File: config.mk
export PLATFORM = sky130hd
export DESIGN_NAME = serial_frame_tx_1011
export DESIGN_NICKNAME = d
export VERILOG_FILES = /design/src/rtl/serial_frame_tx_1011.sv
export SDC_FILE = /design/constraint.sdc
export NUM_CORES = 1
export LEC_CHECK = 0
export ABC_CLOCK_PERIOD_IN_PS = 4150
export CAP_MARGIN = 20
export CORE_MARGIN = 2
export CORE_UTILIZATION = 56
export CTS_CLUSTER_DIAMETER = 60
export DETAILED_ROUTE_END_ITERATION = 8
export GPL_TIMING_DRIVEN = 0
export PLACE_DENSITY = 0.81
export SLEW_MARGIN = 15
export SYNTH_ARGS = -nofsm -noshare
export SYNTH_HDL_FRONTEND = slang
export SYNTH_SLANG_ARGS = --single-unit
File: constraint.sdc
create_clock -name clk -period 4.15 [get_ports clk]
set_clock_uncertainty 0.15 [all_clocks]
set_input_delay 0.83 -clock clk [delete_from_list [all_inputs] [get_ports clk]]
set_output_delay 0.83 -clock clk [all_outputs]
set_load 0.005 [all_outputs]
File: src/rtl/serial_frame_tx_1011.sv
// Serial framing transmitter: emits preamble 1011 then the payload MSB-first,
// followed by GAP forced-idle bits. Words are accepted only while idle.
module serial_frame_tx_1011 #(
   parameter int WIDTH = 8,
   parameter int GAP   = 2
) (
   input  logic             clk,
   input  logic             rst_n,
   input  logic [WIDTH-1:0] data_in,
   input  logic             valid_in,
   output logic             ready_out,
   output logic             out,
   output logic             busy,
   output logic             sync_mark,
   output logic             done
);

   localparam int WG   = (WIDTH > GAP) ? WIDTH : GAP;
   localparam int MAXC = (WG > 4) ? WG : 4;
   localparam int CW   = $clog2(MAXC);

   localparam logic [CW-1:0] PRE_LAST = CW'(3);
   localparam logic [CW-1:0] W_LAST   = CW'(WIDTH - 1);
   localparam logic [CW-1:0] G_LAST   = CW'((GAP > 0) ? GAP - 1 : 0);
   localparam logic [3:0]    PREAMBLE = 4'b1011;

   typedef enum logic [1:0] {
      S_IDLE = 2'd0,
      S_PRE  = 2'd1,
      S_DATA = 2'd2,
      S_GAP  = 2'd3
   } state_t;

   state_t           state_q, state_d;
   logic [CW-1:0]    cnt_q, cnt_d;
   logic [CW-1:0]    cnt_inc;
   logic [WIDTH-1:0] sr_q, sr_d;
   logic             out_q, out_d;
   logic             busy_q, busy_d;
   logic             sync_q, sync_d;
   logic             done_q, done_d;

   always_ff @(posedge clk or negedge rst_n) begin
      if (!rst_n) begin
         state_q <= S_IDLE;
         cnt_q   <= '0;
         sr_q    <= '0;
         out_q   <= 1'b0;
         busy_q  <= 1'b0;
         sync_q  <= 1'b0;
         done_q  <= 1'b0;
      end else begin
         state_q <= state_d;
         cnt_q   <= cnt_d;
         sr_q    <= sr_d;
         out_q   <= out_d;
         busy_q  <= busy_d;
         sync_q  <= sync_d;
         done_q  <= done_d;
      end
   end

   assign cnt_inc = cnt_q + CW'(1);

   // Next-state logic computes the bit that will be on the line next cycle,
   // so out and its markers are registered with zero acceptance latency.
   always_comb begin
      state_d = state_q;
      cnt_d   = cnt_q;
      sr_d    = sr_q;
      out_d   = 1'b0;
      sync_d  = 1'b0;
      done_d  = 1'b0;
      case (state_q)
         S_IDLE: begin
            if (valid_in) begin
               state_d = S_PRE;
               cnt_d   = '0;
               sr_d    = data_in;
               out_d   = PREAMBLE[3];
            end
         end
         S_PRE: begin
            if (cnt_q == PRE_LAST) begin
               state_d = S_DATA;
               cnt_d   = '0;
               out_d   = sr_q[WIDTH-1];
               sr_d    = sr_q << 1;
               done_d  = (W_LAST == '0);
            end else begin
               cnt_d  = cnt_inc;
               // Preamble position p maps to PREAMBLE[3-p], i.e. the inverted index.
               out_d  = PREAMBLE[~cnt_inc[1:0]];
               sync_d = (cnt_inc == PRE_LAST);
            end
         end
         S_DATA: begin
            if (cnt_q == W_LAST) begin
               cnt_d   = '0;
               state_d = (GAP == 0) ? S_IDLE : S_GAP;
            end else begin
               cnt_d  = cnt_inc;
               out_d  = sr_q[WIDTH-1];
               sr_d   = sr_q << 1;
               done_d = (cnt_inc == W_LAST);
            end
         end
         S_GAP: begin
            if (cnt_q == G_LAST) begin
               state_d = S_IDLE;
               cnt_d   = '0;
            end else begin
               cnt_d = cnt_inc;
            end
         end
         default: begin
            state_d = S_IDLE;
            cnt_d   = '0;
            sr_d    = '0;
         end
      endcase
      busy_d = (state_d != S_IDLE);
   end

   assign ready_out = (state_q == S_IDLE);
   assign out       = out_q;
   assign busy      = busy_q;
   assign sync_mark = sync_q;
   assign done      = done_q;

endmodule

; After elaboration in Yosys (flattened, before gate mapping)
; Cells that the tools add are included.
[totals]
reg_bits = 17
inputBits = 11
elab_cells = 49
[classes]
addsub = 1
magnitude_cmp = 1
n_eq_ne = 11
mux = 24
bitwise = 1
n_reduce_logical = 4
[ops]
columns = operator, n
row1 = 8-bit two-way mux, 3
row2 = 8-bit case mux with 3 select lines, 1
row3 = 3-bit two-way mux, 4
row4 = 3-bit case mux with 4 select lines, 1
row5 = 1-bit two-way mux, 8
row6 = 2-bit two-way mux, 4
row7 = 2-bit case mux with 4 select lines, 1
row8 = 3-bit by 2-bit equality test with 1-bit output (second input constant), 2
row9 = 3-bit equality test (second input constant), 2
row10 = 2-bit inequality test (second input constant), 3
row11 = 2-bit equality test (second input constant), 2
row12 = 4-bit AND reduction, 1
row13 = 3-bit by 1-bit adder with 3-bit output (second input constant), 1
row14 = 3-bit by 1-bit equality test with 1-bit output (second input constant), 1
row15 = 2-bit by 3-bit < comparator with 1-bit output (second input constant), 1
row16 = 1-bit case mux with 3 select lines, 1
row17 = 3-bit nonzero test, 1
row18 = 1-bit binary-select mux with 2-bit select, 1
row19 = 2-bit by 1-bit equality test with 1-bit output (second input constant), 1
row20 = 2-bit logical NOT, 1
row21 = 2-bit NOT, 1
row22 = 2-bit nonzero test, 1

; Longest topological paths before layout
[logic_depth]
word_depth = 6
depth_mapped = 7

; Worst setup path after synthesis
; No wires, ideal clock.
[synth_path]
path_type = in2reg
from = input port valid_in
to = register sr_q[5]
setup_time_ns = 0.073
arrival_time_ns = 1.658
required_time_ns = 3.927
path_slack_ns = 2.269
path_stages = 5
n_path_buf = 1
path_cell_list = nor2b_1 a2111oi_4 buf_6 nor2_1 a21oi_2
[synth_between]
elab_chain_len = 2
[synth_rtl]
columns = element, line_no
row1 = "start, declared", 10  ; input logic valid_in,
row2 = 2-bit inequality test (no line), n/a
row3 = 4-bit AND reduction (no line), n/a
row4 = "end signal, assigned", 55  ; sr_q <= sr_d;
row5 = "end, declared", 37  ; logic [WIDTH-1:0] sr_q, sr_d;
; Every way passes these cells.
; A chain may end at the register's enable or synchronous reset.

; Worst setup path after layout
[layout_path]
from = register state_q[0]
to = output port ready_out
[layout_between]
elab_chain_len = 1
[layout_rtl]
columns = element, line_no
row1 = "start, declared", 34  ; state_t state_q, state_d;
row2 = "start signal, assigned", 53  ; state_q <= state_d;
row3 = 2-bit logical NOT, 125  ; assign ready_out = (state_q == S_IDLE);
row4 = "end, declared", 11  ; output logic ready_out,
; Every way passes these cells.

==> implementation parameters <==
Parameter                              Value

STA
  Slew @ Worst Pin    761.3 ps
  Period Utilization, post-route    61.41%
  Slew margin rel.    49.09%
  Final count of hold timing violations    0
  Total of endpoints with negative setup slack in the final report    0
  Fmax    roughly 0.39 GHz
  Final sum of negative setup slack    0 ps
  Setup repair after global routing missed its margin    false
  Time the worst path needs with I/O delays and setup    between 2000 and 3000 ps
  Count of pins over their slew limit    0

Route
  Detailed Routing Iterations Pass 1    3
  Average wire per standard cell    13.16 microns
  Number of design rule violations left after detail routing    0
  Initial DRC count    10
  Total via count after detailed routing    749
  Routed vias/inst    5.350
  Final antenna-violating net count    0
  Routed Wire Length    1.842 mm

CTS
  Count of H-tree levels built during CTS    1
  Hold-fix buffers, CTS    0
  Later-pin clock latency in the skew report    290 ps
  TritonCTS Buffers    3
  Root Buffer Master    clkbuf_4
  Sink count of the clock tree    17
  Number of setup buffers added after CTS    0
  Post_cts resized    0
  Deepest clock path buffer count    2
  CTS tree    done
  Register clock-pin slew on the reported worst setup and hold paths    approximately 100 ps

Synth
  Cell accounting for the most synthesized area    dfrtp_1
  Number of flops mapped to enable cells by yosys    0
  Leading post-synthesis cells by instance count    17 x dfrtp_1, 12 x ha_1, 10 x nor2_1
  Count of state elements after synthesis    17
  Most numerous cell in the Yosys netlist    dfrtp_1
  Number of warnings printed during yosys synthesis    0
  Cells after Synth    96
  Mapped Nets    about 120
  Area fraction of the dominant cell type after synthesis    42.24%
  Top area cells in the synthesized netlist    dfrtp_1 42%, ha_1 15%, mux2i_1 7.0%
  Seq/Total Area, Yosys    42.24%
  Proportion of register bits with asynchronous set or reset after synthesis    100.0%
  Library cells used by synthesis    26
  Syn_area_per_cell    10.49 sq um
  Most frequently used flop master after synthesis    dfrtp_1
  Post-synth design cell area    1007 sq um

Flow run
  Max-Cap Viols    0

Finish
  Number of nets in the layout    between 100 and 150
  Share of cells above drive strength 1    a little under an eighth
  Post-Route Utilization    71.21%
  Antenna Cells    0
  Final non-filler cell area    1216 sq um
  Layout area overhead    20.75%

Outcome
  Result of the run    complete, no violations

Power
  Combinational fraction of design power    49.8%
  Switching share of power    37.88%
  Leakage    ~0.00055 uW
  Sequential fraction of design power    37.4%
  Peak ir drop on the vdd network    0.3228 mV
  Clock network fraction of design power    12.8%
  Switching power summed over all nets    about 270 uW
  Cell Int Power    437.1 uW
  Total power after layout    703.7 uW
  Power density of the placed cells    578.6 nW/um^2

Worst hold path
  Classification of the worst-slack hold path    reg2reg
  Number of stages on the worst hold path    2

Global route
  Number of global-route vias before repair    736
  GRT Residual Overflow    0
  Overall fraction of global-route tracks in use    20.83%
  Initial antenna violation count    0
  Global-route wire length before repair    3.111 mm
  Maximum number of pins on one net before global-route repair    18

Placed design
  HPWL after detailed placement    roughly 1.4 mm
  Final GP Congestion    0.8541
  Number of buffers added on ports    15
  Placement-stage cell area    1189 sq um

Floorplanning
  Vertical die dimension    46.41 microns
  Initial Utilization    58.97%
  Area of the die    2154 sq um
  Die Span X    46.41 microns
  Core footprint    about 1700 sq um
  Number of rows in the core area    15
  I/O pin count    16

Setup path
  Crit path capture type    primary output
  Endpoint required time on the critical path    ~3200 ps
  Data arrival time at the worst-slack endpoint    1570 ps
  Type of element launching the critical path    register
  Reg2reg path depth    7
  CP Class    reg2out
  R2R Setup Slk    2050 ps
  Largest fanout on the critical path    5
cell families (layout without fill, tap and decap cells):
kind of cell               after synthesis  count (layout)  synth area share, %
adders and majority gates               12              12                14.91
buffers and inverters                   10              29                4.472
and+or+nand+nor                         27              27                14.41
DFF                                     17              17                42.24
AOI/OAI and AO/OA                       23              23                17.02
muxes                                    7               7                6.957
final timing paths:
kind                                       end                  from
max                                  ready_out  state_q[0]$_DFF_PN0_
max reg2reg                sr_q[6]$_DFFE_PN0P_  state_q[0]$_DFF_PN0_
min                        sr_q[1]$_DFFE_PN0P_   sr_q[1]$_DFFE_PN0P_
max in group asynchronous  sr_q[3]$_DFFE_PN0P_                 rst_n
min in group asynchronous  sr_q[6]$_DFFE_PN0P_                 rst_n
min reg2reg                sr_q[1]$_DFFE_PN0P_   sr_q[1]$_DFFE_PN0P_
power by group through the flow:
stage | logic (uW) | clock network [uW] | registers [uW]
6_report | 350 | 89.9 | 264
2_1_floorplan | 256 | 0 | 260
4_1_cts | 354 | 91.7 | 264
3_3_place_gp | 338 | 0 | 264
3_5_place_dp | 349 | 0 | 268
5_1_grt | 393 | 98.6 | 272
metrics by stage:
step,hold WS (ps),setup slack (ps),std cells
floorplan,338.2,2269,96
global placement,349.0,1551,136
detailed placement,377.2,1538,136
CTS,399.6,1599,140
global route,428.5,1472,140
finish,392.6,1601,140
layout make-up:
type                    instances  area (sq um)
multi-input cells              69         536.8
fillers                       130         491.7
flip-flops and latches         17         425.4
repair buffers                 15         150.1
well taps                      25         31.28
inverters                       8         30.03
clock buffers                   3         22.52
plain buffers                   2         15.01
clock inverters                 1         5.005
placed cells by master (no fill, tap or decap), types with 2 or more instances in the layout:
cell type | synthesis | final
dfrtp_1 | 17 | 17
ha_1 | 12 | 12
a21oi_1 | 6 | 6
clkdlybuf4s50_1 | 0 | 15
or2_2 | 2 | 2
o31ai_1 | 2 | 2
a21oi_2 | 2 | 2
clkbuf_4 | 0 | 3
nand3b_1 | 2 | 2
a211oi_1 | 3 | 3
nand2b_1 | 3 | 3
nor2_1 | 10 | 10
o21ai_0 | 5 | 5
inv_1 | 8 | 8
mux2i_1 | 7 | 7
nand2_1 | 5 | 5
worst max-delay path: stages (launching register included):
cell	delay, ps
dfrtp_1	440
inv_1	130
ha_1	200
clkdlybuf4s50_1	510
sequential cells by signal (all words and copies together), names as in the netlist:
signal     count
sync_mark      1
cnt_q          3
sr_q           8
busy           1
done           1
out            1
state_q        2
layer usage:
layer / share of wire, % / wire (microns) / track usage, %
met5: 0 / 0 / 0
met4: 1.5 / 27 / 8.571
met3: 3.4 / 63 / 4.706
met2: 48 / 877 / 33.89
met1: 47 / 873 / 26.41
(Power assumes the default switching activity.)
